## config.mk

```make
export PLATFORM = sky130hd
export DESIGN_NAME = axi_lite_rd_bridge
export DESIGN_NICKNAME = d
export VERILOG_FILES = /design/src/rtl/axi_lite_rd_bridge.sv
export SDC_FILE = /design/constraint.sdc
export NUM_CORES = 1
export LEC_CHECK = 0
export ABC_AREA = 1
export BUFFER_PORTS_ARGS = -buffer_cell sky130_fd_sc_hd__buf_2
export CORE_ASPECT_RATIO = 1.5
export CORE_MARGIN = 2
export CORE_UTILIZATION = 47
export CTS_CLUSTER_DIAMETER = 100
export DETAILED_ROUTE_END_ITERATION = 6
export GPL_TIMING_DRIVEN = 0
export PLACE_DENSITY = 0.76
export SYNTH_ARGS = -nofsm -noshare
export SYNTH_HDL_FRONTEND = slang
export SYNTH_SLANG_ARGS = --single-unit
```

## constraint.sdc

```tcl
create_clock -name ACLK -period 2.9 [get_ports ACLK]
set_input_delay 0.58 -clock ACLK [delete_from_list [all_inputs] [get_ports ACLK]]
set_output_delay 0.58 -clock ACLK [all_outputs]
set_load 0.01 [all_outputs]
```

## src/rtl/axi_lite_rd_bridge.sv

```systemverilog
// AXI4-Lite read-channel slave in front of the memory read stage.
// Accepts one AR at a time, validates size/alignment, issues a single-cycle
// mem_ren, waits (with timeout) for the memory reply and returns lane-placed
// data on the R channel.
module axi_lite_rd_bridge #(
   parameter int DELAY   = 0,
   parameter int TIMEOUT = 16
) (
   input  logic        ACLK,
   input  logic        ARESETn,
   input  logic [31:0] s_araddr,
   input  logic [2:0]  s_arsize,
   input  logic        s_arvalid,
   output logic        s_arready,
   output logic [31:0] s_rdata,
   output logic [1:0]  s_rresp,
   output logic        s_rvalid,
   input  logic        s_rready,
   output logic        mem_ren,
   output logic [31:0] mem_raddr,
   output logic [7:0]  mem_wmask,
   input  logic [31:0] mem_rdata,
   input  logic        mem_rvalid
);

   localparam logic [2:0] ST_IDLE      = 3'd0;
   localparam logic [2:0] ST_WAIT      = 3'd1;
   localparam logic [2:0] ST_REQ       = 3'd2;
   localparam logic [2:0] ST_RESP_WAIT = 3'd3;
   localparam logic [2:0] ST_RESP      = 3'd4;

   localparam logic [1:0] RESP_OKAY   = 2'd0;
   localparam logic [1:0] RESP_SLVERR = 2'd2;
   localparam logic [1:0] RESP_DECERR = 2'd3;

   localparam logic [7:0] DELAY_C   = 8'(DELAY);
   localparam logic [7:0] TIMEOUT_C = 8'(TIMEOUT);

   logic [2:0] state;
   logic [7:0] cnt;

   // Size must be 1/2/4 bytes and the address naturally aligned to it.
   function automatic logic is_legal(input logic [2:0] size, input logic [1:0] off);
      case (size)
         3'd0:    is_legal = 1'b1;
         3'd1:    is_legal = ~off[0];
         3'd2:    is_legal = (off == 2'b00);
         default: is_legal = 1'b0;
      endcase
   endfunction

   // Mask right-justified memory data to the access length, then move it to
   // its byte lanes. Length comes from the low bits of the latched length code.
   function automatic logic [31:0] place_lanes(input logic [31:0] data,
                                               input logic [1:0]  len,
                                               input logic [1:0]  off);
      logic [31:0] masked;
      if (len[0])
         masked = {24'd0, data[7:0]};
      else if (len[1])
         masked = {16'd0, data[15:0]};
      else
         masked = data;
      place_lanes = masked << {off, 3'b000};
   endfunction

   assign s_arready = (state == ST_IDLE);
   assign s_rvalid  = (state == ST_RESP);
   assign mem_ren   = (state == ST_REQ);

   // Transaction sequencer: accept, optional delay, strobe, wait/timeout, respond.
   always_ff @(posedge ACLK) begin
      if (!ARESETn) begin
         state     <= ST_IDLE;
         cnt       <= 8'd0;
         s_rdata   <= 32'd0;
         s_rresp   <= RESP_OKAY;
         mem_raddr <= 32'd0;
         mem_wmask <= 8'b100;
      end else begin
         case (state)
            ST_IDLE: begin
               if (s_arvalid) begin
                  if (is_legal(s_arsize, s_araddr[1:0])) begin
                     mem_raddr <= s_araddr;
                     mem_wmask <= 8'd1 << s_arsize;
                     if (DELAY > 0) begin
                        cnt   <= DELAY_C;
                        state <= ST_WAIT;
                     end else begin
                        state <= ST_REQ;
                     end
                  end else begin
                     s_rdata <= 32'd0;
                     s_rresp <= RESP_SLVERR;
                     state   <= ST_RESP;
                  end
               end
            end
            ST_WAIT: begin
               if (cnt == 8'd1)
                  state <= ST_REQ;
               else
                  cnt <= cnt - 8'd1;
            end
            ST_REQ: begin
               cnt   <= 8'd0;
               state <= ST_RESP_WAIT;
            end
            ST_RESP_WAIT: begin
               if (mem_rvalid) begin
                  s_rdata <= place_lanes(mem_rdata, mem_wmask[1:0], mem_raddr[1:0]);
                  s_rresp <= RESP_OKAY;
                  state   <= ST_RESP;
               end else if ((cnt + 8'd1) == TIMEOUT_C) begin
                  s_rdata <= 32'd0;
                  s_rresp <= RESP_DECERR;
                  state   <= ST_RESP;
               end else begin
                  cnt <= cnt + 8'd1;
               end
            end
            ST_RESP: begin
               if (s_rready)
                  state <= ST_IDLE;
            end
            default: state <= ST_IDLE;
         endcase
      end
   end

endmodule

```

==> results.json, run 1 <==
{
  "outcome": "completed",
  "worstPathRequired_ps": 3140,
  "cts_tree": "yes",
  "die_height_um": 121.3,
  "rsz0062_at_grt": "no",
  "drt_pass1_iterations": 5,
  "pwr-share-seq": 0.389,
  "ys_seq_area_frac": 0.3947,
  "cp_top_family": "simple AND/OR/NAND/NOR gates",
  "post-place-ws_ps": 764.0,
  "min_period_over_period": 0.7471,
  "syn_area_mm2": 0.004312,
  "routed_wl_mm": 13.49,
  "overflow": 0,
  "rows": 42,
  "slowest_delay_ps": 390,
  "clock.fmax_mhz": 461.6,
  "hold_buffers": 0,
  "n_antenna_cell": 0,
  "nets": 894,
  "layout_min_cycle_time_ps": 2167,
  "cpMaxStageDelayCell": "dfxtp_1",
  "fp.dieW_um": 82.21,
  "areaGrowthSynthToFinish_pct": 27.48,
  "clk_latency_ps": 350,
  "syn_nets": 736,
  "route.detailed.drc": 0,
  "cpMostUsedCell": "nor2_1",
  "cts_inserted_buffers": 9,
  "synthCells": 661,
  "start_util": 0.4855,
  "p_int_mw": 2.335,
  "clk_pin_slew_ps": 70,
  "setup_viol": 0,
  "ant_nets": 0,
  "finClkSkew_ps": 8.617,
  "vias": 4914,
  "wire_per_inst_um": 14.44,
  "p_sw_frac": 0.3328,
  "grt_pass1_vias": 4521,
  "power_density_mw_per_mm2": 636.8,
  "gp_congestion": 0.9761,
  "final_cell_mix": "169 x buf_2, 148 x nor2_1, 133 x nand2_1",
  "ys_types": 33,
  "critPathArrivalTime_ps": 2410,
  "cp_max_fo": 8,
  "crit_buf_inv": 1,
  "synth-async-reset-ratio": 0,
  "drive_above_1_share": 0.2476,
  "drv_slew": 0,
  "synth_edf_count": 0,
  "hold_viol": 0,
  "antenna_found_initial": 0,
  "total_power_mw": 3.500,
  "max_slew.worst_pin.slew_ps": 611.5,
  "detailed_place_hpwl_mm": 10.64,
  "critPathLaunchType": "register",
  "clock_tree.root_cell": "clkbuf_16",
  "core_mm2": 0.008881,
  "combPwrFrac": 0.263,
  "ys_warn_count": 0,
  "clockPowerShare": 0.348,
  "clockBufferDepth": 2,
  "maxCapViolCount": 0,
  "detail_route.vias_per_cell": 5.261,
  "cts_resized": 0,
  "power.leakage_nw": 2.730,
  "worstPathCellList": "ha_1 > nand2_1 > o21ai_0 > nand2_1 > nor2_1 > nand4_1 > nand2_2 > inv_2 > nor2_1 > nor2_1",
  "io_pins": 149,
  "setup_tns_ps": 0,
  "switchingPower_mw": 1.165,
  "relSlewSlack": 0.5908,
  "final_common_cell": "buf_2",
  "postSynthAreaPerCell_um2": 6.523,
  "grt_use_total": 0.2769,
  "cp-end-kind": "register",
  "finalWorstSetupSlack_ps": 733.4,
  "grt_pass1_wl_mm": 21.15,
  "critical_path_class": "register to register",
  "synth_ff_type": "dfxtp_1",
  "die_area_mm2": 0.009972,
  "synth-seq-cells": 85,
  "hp-class": "register to register",
  "io_buffer_count": 147,
  "clock-sinks": 85,
  "vdd_drop_max_mv": 0.4840,
  "whs_ps": 440.2,
  "drt_iter0_drc": 284,
  "cts_htree_levels": 3,
  "grt_start_max_net_pins": 18,
  "postCtsSetupBuffers": 0
}
## cells by family after synthesis
logic type,count (synthesis),share of synthesized area
AOI/OAI and AO/OA,133,0.1692
xor gates and xnor gates,1,0.002032
adders and majority gates,3,0.008707
buffers and inverters,79,0.07516
DFF,85,0.3947
and+or+nand+nor,360,0.3503
## final timing paths
check / from / end / slack, ps / cells past startpoint
worst max-delay path: cnt[0]$_SDFFE_PN0P_ / cnt[4]$_SDFFE_PN0P_ / 730 / 10
worst min register to register: mem_wmask[7]$_SDFFE_PN0P_ / mem_wmask[7]$_SDFFE_PN0P_ / 440 / 2
worst min-delay path: mem_wmask[7]$_SDFFE_PN0P_ / mem_wmask[7]$_SDFFE_PN0P_ / 440 / 2
worst max register to register: cnt[0]$_SDFFE_PN0P_ / cnt[4]$_SDFFE_PN0P_ / 730 / 10
## sequential cells by signal, summed over array words and instances, names as in the netlist
register,count
mem_raddr,32
s_rresp,2
cnt,8
s_rdata,32
state,3
mem_wmask,8
## Yosys cell counts, types with 3 or more instances
| cell type | count | area (µm²) |
|---|---|---|
| nor2_1 | 148 | 555.5 |
| inv_2 | 5 | 18.77 |
| nand2_1 | 133 | 499.2 |
| dfxtp_1 | 85 | 1702 |
| nand3_1 | 53 | 265.3 |
| clkbuf_1 | 15 | 56.30 |
| nor3_1 | 4 | 20.02 |
| or2_2 | 5 | 31.28 |
| a31oi_1 | 5 | 31.28 |
| a21boi_0 | 7 | 52.55 |
| nand3b_1 | 6 | 45.04 |
| buf_2 | 22 | 110.1 |
| inv_1 | 34 | 127.6 |
| ha_1 | 3 | 37.54 |
| o22ai_1 | 7 | 43.79 |
| o21ai_0 | 62 | 310.3 |
| a21oi_1 | 43 | 215.2 |
| o211ai_1 | 3 | 22.52 |
## stage by stage
step / area, µm² / util / std cells
CTS: 5497 / 0.6189 / 934
global placement: 5185 / 0.5838 / 918
finish: 5497 / 0.6189 / 934
global route: 5497 / 0.6189 / 934
detailed placement: 5185 / 0.5838 / 918
floorplan: 4312 / - / 661
## worst min-delay path, cell delays in order (launching register included)
cell	delay, ps
dfxtp_1	310
nand2_1	50
nor2_1	40
## layout make-up
type / instances / area (µm²)
repair buffers: 147 / 735.7
plain buffers: 39 / 173.9
clock buffers: 9 / 225.2
clock inverters: 7 / 86.33
inverters: 40 / 150.1
multi-input cells: 497 / 2286
well taps: 110 / 137.6
flip-flops and latches: 85 / 1702
fillers: 876 / 3385
## layer usage
layer / vias up / part of all wire / wire length [µm] / track usage
met4: 0 / 0.050 / 668 / 0.1625
met3: 46 / 0.086 / 1163 / 0.07664
met2: 245 / 0.49 / 6568 / 0.4672
met1: 2154 / 0.38 / 5089 / 0.2994
met5: - / 0 / 0 / 0
li1: 2469 / - / - / -
## power groups by stage
stage          Combinational, mW  Sequential [mW]  Clock (mW)
2_1_floorplan              0.564             1.42           0
3_3_place_gp               0.898             1.38           0
3_5_place_dp               0.912             1.39           0
4_1_cts                    0.916             1.36        1.24
5_1_grt                     1.05             1.37        1.27
6_report                   0.920             1.36        1.22
No activity file was read; power rests on OpenSTA's default activity.
==> inputs of run 2 (changes only) <==
CORE_UTILIZATION = 46   (was 47)
PLACE_DENSITY = 0.77   (was 0.76)
clock period = 1.98 ns   (was 2.9 ns; I/O delays follow)
==> run 2 against run 1 <==
  * Worst hold slack worse by 140 ps
  * Via count grew 1.9%
  * Utilization is 1.2 points lower
  * Global-route usage fell by 1.6 points
  * Setup slack got worse by 650 ps
  * Power grew 46%
  * Fmax up 14%
  * Clock skew grew 4.0 ps
  * Design area is 1.6% higher
  * Clock-buffer cell count did not move
  * Combinational power increased by 49%
  * Sequential cell count stayed put
  * Largest power group unchanged
==> results.json, run 2 (synthesis results as in run 1) <==
{
  "endpoint": "cnt[2]$_SDFFE_PN0P_",
  "clk_pin_slew_ps": 70,
  "slowest_delay_ps": 370,
  "final_core_util": 0.6070,
  "cpMaxStageDelayCell": "dfxtp_4",
  "cts_tree": "yes",
  "worstPathCellList": "ha_1 > nand2_2 > o21ai_0 > nand2_1 > nor2_2 > nand4_1 > nand2_2 > inv_4 > nor2_1 > nor2_1",
  "wire_per_inst_um": 14.22,
  "grt_start_max_net_pins": 17,
  "start_util": 0.4687,
  "ant_nets": 0,
  "core_mm2": 0.009200,
  "clockPowerShare": 0.340,
  "clockBufferDepth": 2,
  "drv_slew": 0,
  "detailed_place_hpwl_mm": 10.43,
  "gp_congestion": 0.9796,
  "fp.dieW_um": 83.05,
  "layout_min_cycle_time_ps": 1900,
  "final_cell_mix": "167 x buf_2, 139 x nor2_1, 129 x nand2_1",
  "p_sw_frac": 0.3280,
  "vias": 5009,
  "fill_cells": 877,
  "n_antenna_cell": 0,
  "antenna_found_initial": 0,
  "critical_path_class": "register to register",
  "detail_route.vias_per_cell": 5.323,
  "power_density_mw_per_mm2": 913.7,
  "seqCellArea_mm2": 0.001707,
  "rr_worst_depth": 10,
  "min_period_over_period": 0.9596,
  "clock_tree.root_cell": "clkbuf_16",
  "nets": 899,
  "cp_max_fo": 7,
  "route.detailed.drc": 0,
  "drive_above_1_share": 0.2714,
  "outcome": "completed",
  "pwr-share-seq": 0.392,
  "whs_ps": 298.9,
  "crit_buf_inv": 1,
  "die_height_um": 122.6,
  "cp_top_family": "simple AND/OR/NAND/NOR gates",
  "final_common_cell": "buf_2",
  "critPathArrivalTime_ps": 2140,
  "io_pins": 149,
  "top_regs": "mem_raddr: 32 flops, s_rdata: 32 flops",
  "die_area_mm2": 0.01018,
  "areaGrowthSynthToFinish_pct": 29.51,
  "cp-end-kind": "register",
  "finClkSkew_ps": 12.62,
  "grt_use_total": 0.2604,
  "p_int_mw": 3.429,
  "rr_startpoint": "cnt[0]$_SDFFE_PN0P_",
  "switchingPower_mw": 1.673,
  "overflow": 0,
  "clock-sinks": 85,
  "vdd_drop_max_mv": 0.6105,
  "drt_pass1_iterations": 5,
  "rr_endpoint": "cnt[2]$_SDFFE_PN0P_",
  "hold_viol": 0,
  "cp_num_cells": 10,
  "worstPathRequired_ps": 2220,
  "power.leakage_nw": 2.762,
  "cts_htree_levels": 3,
  "relSlewSlack": 0.6510,
  "clock.fmax_mhz": 526.3,
  "drt_iter0_drc": 287,
  "cts_inserted_buffers": 9,
  "rrSetupSlack_ps": 80,
  "multi_input_area_mm2": 0.002326,
  "setup_viol": 0,
  "routed_wl_mm": 13.38,
  "critPathLaunchType": "register",
  "rows": 43,
  "grt_pass1_wl_mm": 21.45,
  "max_slew.worst_pin.slew_ps": 523.5,
  "combPwrFrac": 0.268,
  "io_buffer_count": 147,
  "grt_pass1_vias": 4702,
  "clk_latency_ps": 350,
  "startpoint": "cnt[0]$_SDFFE_PN0P_",
  "maxCapViolCount": 0,
  "hp-class": "primary input to register"
}
[run 2: cell count changes in the layout (fill, tap and decap cells not counted), sizes merged]
| cell | previous run | this run |
|---|---|---|
| clkbuf | 24 | 25 |
| clkinvlp | 1 | 0 |
| buf | 171 | 175 |
| inv | 44 | 42 |
| clkinv | 1 | 4 |
[run 2: area by class of cell]
| class | count | area share |
|---|---|---|
| multi-input cells | 497 | 0.4165 |
| flip-flops and latches | 85 | 0.3056 |
| repair buffers | 152 | 0.1385 |
| clock buffers | 9 | 0.04033 |
| plain buffers | 39 | 0.03204 |
| inverters | 40 | 0.02734 |
| well taps | 112 | 0.02510 |
| clock inverters | 7 | 0.01456 |
[run 2: worst reg2reg max path, cell delays in order (launching register included)]
cell and delay, ps:
dfxtp_4 370, ha_1 180, nand2_2 80, o21ai_0 160
nand2_1 100, nor2_2 160, nand4_1 290, nand2_2 240
inv_4 90, nor2_1 90, nor2_1 50
[run 2: metrics by stage]
stage | setup slack, ps | cell area (µm²) | total power, mW | setup TNS (ps) | cells
after floorplan | 325.9 | 4312 | 2.910 | 0 | 661
after global placement | -60.11 | 5187 | 3.327 | -633.8 | 920
after detailed placement | -106.3 | 5187 | 3.354 | -1926 | 920
after CTS | 5.152 | 5522 | 5.094 | 0 | 939
after global routing | -58.09 | 5584 | 5.407 | -246.5 | 941
final | 80.09 | 5584 | 5.102 | 0 | 941
[run 2: layer usage]
metal / track usage / vias up / wire length (µm) / share of wire
met5: 0 / - / 0 / 0
met4: 0.1742 / 0 / 677 / 0.051
li1: - / 2483 / - / -
met2: 0.4592 / 284 / 6588 / 0.49
met1: 0.2761 / 2187 / 4954 / 0.37
met3: 0.06120 / 55 / 1161 / 0.087
[run 2: what timing repair did]
item	4_1_cts	5_1_grt
gates resized for setup	2	20
pin swaps	1	3
hold buffers	0	0
setup buffers	3	2
setup endpoints to repair	41	44
[run 2: power by group through the flow]
| stage | logic [mW] | registers, mW | clock network [mW] |
|---|---|---|---|
| floorplan | 0.826 | 2.08 | 0 |
| global placement | 1.30 | 2.03 | 0 |
| detailed placement | 1.32 | 2.03 | 0 |
| CTS | 1.32 | 2.00 | 1.77 |
| global route | 1.54 | 2.02 | 1.85 |
| finish | 1.37 | 2.00 | 1.73 |
[run 2: worst min path at each step]
stage	startpoint	to	slack, ps	depth (start not counted)
floorplan	mem_wmask[3]$_SDFFE_PN0P_	mem_wmask[3]$_SDFFE_PN0P_	460	2
global placement	mem_wmask[3]$_SDFFE_PN0P_	mem_wmask[3]$_SDFFE_PN0P_	420	2
detailed placement	mem_wmask[7]$_SDFFE_PN0P_	mem_wmask[7]$_SDFFE_PN0P_	420	2
CTS	s_araddr[21]	mem_raddr[21]$_SDFFE_PN0P_	300	3
global route	s_araddr[2]	mem_raddr[2]$_SDFFE_PN0P_	310	3
finish	s_araddr[21]	mem_raddr[21]$_SDFFE_PN0P_	300	3
==> inputs of run 3 (changes only) <==
ABC_AREA = default   (was 1)
CORE_UTILIZATION = 39   (was 46)
GPL_TIMING_DRIVEN = default   (was 0)
PLACE_DENSITY = 0.69   (was 0.77)
==> run 3 against run 2 <==
  * The flow now finishes with violations (negative setup slack)
  * Combinational power rose by 53%
  * Power rose by 18%
  * Sequential share of layout area rose by 1.0 points
  * Worst hold slack got worse by 5.0 ps
  * Global-route usage fell by 4.5 points
  * Via count fell by 19%
  * Setup slack got worse by 230 ps
  * Fmax fell by 11%
  * Register-to-register slack got worse by 230 ps
  * Critical path depth fell by 2
  * Utilization fell by 4.9 points
  * Largest cell class unchanged
  * Highest routed layer unchanged
==> results.json, run 3 <==
{
  "drt_iter0_drc": 162,
  "switchingPower_mw": 1.924,
  "io_pins": 149,
  "vdd_drop_max_mv": 0.5698,
  "relSlewSlack": 0.3803,
  "synth_area_leaders": "dfxtp_1 44%, nand2_1 8.4%, a21oi_1 7.0%",
  "power.leakage_nw": 2.477,
  "ys_types": 53,
  "cp-end-kind": "register",
  "clock-sinks": 85,
  "rsz0062_at_grt": "yes",
  "combPwrFrac": 0.349,
  "p_int_mw": 4.075,
  "finalWorstSetupSlack_ps": -149.4,
  "die_height_um": 125.9,
  "cts_tree": "yes",
  "finClkSkew_ps": 6.136,
  "ant_nets": 0,
  "final_cell_mix": "148 x buf_2, 86 x nand2_1, 82 x dfxtp_1",
  "clockPowerShare": 0.319,
  "overflow": 0,
  "final_area_mm2": 0.005404,
  "ys_seq_area_frac": 0.4403,
  "antenna_found_initial": 0,
  "clock.fmax_mhz": 469.6,
  "synth-seq-cells": 85,
  "p_sw_frac": 0.3207,
  "ys_warn_count": 0,
  "min_period_over_period": 1.075,
  "top_regs": "mem_raddr: 32 flops, s_rdata: 32 flops",
  "final_core_util": 0.5577,
  "synthCells": 459,
  "syn_nets": 534,
  "clk_pin_slew_ps": 60,
  "rows": 44,
  "critPathArrivalTime_ps": 2410,
  "cts_inserted_buffers": 9,
  "grt_use_total": 0.2152,
  "synth_ff_type": "dfxtp_1",
  "max_slew.worst_pin.slew_ps": 922.4,
  "synth_common_cells": "86 x nand2_1, 85 x dfxtp_1, 54 x a21oi_1",
  "power_density_mw_per_mm2": 1110,
  "areaGrowthSynthToFinish_pct": 39.82,
  "drv_slew": 0,
  "fill_cells": 888,
  "postSynthAreaPerCell_um2": 8.420,
  "io_buffer_count": 148,
  "vias": 4080,
  "hold_buffers": 0,
  "die_area_mm2": 0.01074,
  "yosysTopAreaCell": "dfxtp_1",
  "clock_tree.root_cell": "clkbuf_16",
  "critPathLaunchType": "register",
  "nets": 712,
  "clockBufferDepth": 2,
  "detailed_place_hpwl_mm": 9.057,
  "place_area_mm2": 0.004995,
  "wire_per_inst_um": 15.62,
  "grt_pass1_vias": 3932,
  "hold_viol": 0,
  "fp.dieW_um": 85.28,
  "pwr-share-seq": 0.332,
  "cts_htree_levels": 3,
  "gp_congestion": 0.9009,
  "grt_pass1_wl_mm": 18.53,
  "drt_pass1_iterations": 4,
  "routed_wl_mm": 11.82,
  "drive_above_1_share": 0.3791,
  "synth-async-reset-ratio": 0,
  "grt_start_max_net_pins": 36,
  "synth_edf_count": 0,
  "final_common_cell": "buf_2",
  "start_util": 0.3989,
  "violations": "negative setup slack",
  "route.detailed.drc": 0,
  "core_mm2": 0.009689,
  "clk_latency_ps": 330,
  "detail_route.vias_per_cell": 5.390,
  "syn_area_mm2": 0.003865,
  "maxCapViolCount": 0,
  "setup_tns_ps": -4223,
  "critical_path_class": "register to register",
  "cp_max_fo": 32,
  "setup_viol": 33,
  "outcome": "finished with violations",
  "worstPathRequired_ps": 2260,
  "yosys.cell_count.top_type": "nand2_1",
  "synth_top_cell_area_share": 0.4403,
  "hp-class": "primary input to register",
  "post-place-ws_ps": -158.0,
  "layout_min_cycle_time_ps": 2129
}
[run 3: changes by cell type in the layout (fill, tap and decap cells not counted), sizes merged, moves of 15 or more]
cell | previous run | this run
nand3 | 53 | 10
o21ai | 62 | 13
buf | 175 | 202
inv | 42 | 7
nand2 | 136 | 86
a22o | 0 | 16
clkbuf | 25 | 10
nor2 | 151 | 29
o2bb2ai | 0 | 16
[run 3: power groups by stage]
| stage | logic (mW) | clock network, mW | registers, mW |
|---|---|---|---|
| final | 2.09 | 1.91 | 1.99 |
| after global routing | 2.28 | 2.04 | 2.01 |
| after CTS | 2.04 | 1.96 | 1.98 |
| after detailed placement | 1.99 | 0 | 2.02 |
| after global placement | 1.94 | 0 | 2.01 |
| after floorplan | 1.21 | 0 | 2.01 |
[run 3: final cells by class]
cell class / count / area (µm²) / area share
Clock buffer: 10 / 229.0 / 0.04237
Sequential cell: 85 / 1705 / 0.3156
Inverter: 7 / 26.28 / 0.004862
Clock inverter: 5 / 108.9 / 0.02014
Timing Repair Buffer: 202 / 1175 / 0.2174
Multi-Input combinational cell: 332 / 2013 / 0.3725
Tap cell: 115 / 143.9 / 0.02663
Antenna cell: 1 / 2.502 / 0.0004631
[run 3: cell families after synthesis]
| logic type | after synthesis | share of synthesized area |
|---|---|---|
| buf+inv | 42 | 0.05244 |
| fa+ha+maj | 3 | 0.009713 |
| xor+xnor | 3 | 0.006800 |
| flops | 85 | 0.4403 |
| mux | 9 | 0.02590 |
| compound gates | 146 | 0.2619 |
| simple gates | 171 | 0.2030 |
[run 3: routing by layer]
| layer | track usage | part of all wire |
|---|---|---|
| met5 | 0 | 0 |
| met4 | 0.1046 | 0.029 |
| met3 | 0.04325 | 0.065 |
| met2 | 0.3938 | 0.52 |
| met1 | 0.2305 | 0.39 |
[run 3: final timing paths]
check	from	slack (ps)	cells after the start	to
worst min-delay path	s_araddr[24]	290	3	mem_raddr[24]$_SDFFE_PN0P_
worst max register to register	cnt[1]$_SDFFE_PN0P_	-150	8	s_rdata[24]$_SDFFE_PN0P_
worst min register to register	mem_raddr[6]$_SDFFE_PN0P_	450	2	mem_raddr[6]$_SDFFE_PN0P_
worst max-delay path	cnt[1]$_SDFFE_PN0P_	-150	8	s_rdata[24]$_SDFFE_PN0P_
[run 3: per-stage QoR]
| stage | instances | total power [mW] | hold slack (ps) |
|---|---|---|---|
| 6_report | 757 | 5.999 | 293.9 |
| 5_1_grt | 756 | 6.334 | 285.9 |
| 4_1_cts | 755 | 5.977 | 284.7 |
| 3_5_place_dp | 738 | 4.011 | 445.7 |
| 3_3_place_gp | 738 | 3.953 | 439.4 |
| 2_1_floorplan | 459 | 3.227 | 480.5 |
[run 3: critical path: stages (launching register included)]
cell,delay [ps]
dfxtp_2,360
and4_4,250
a2111oi_4,80
buf_4,150
o311a_4,350
or3_4,350
a21oi_4,150
buf_12,200
a22o_1,160
[run 3: timing repair]
action                                  4_1_cts  5_1_grt
pin swaps                                     1        0
endpoints found under the setup margin       41       40
setup buffers                                 2        1
gates resized for setup                       2        6
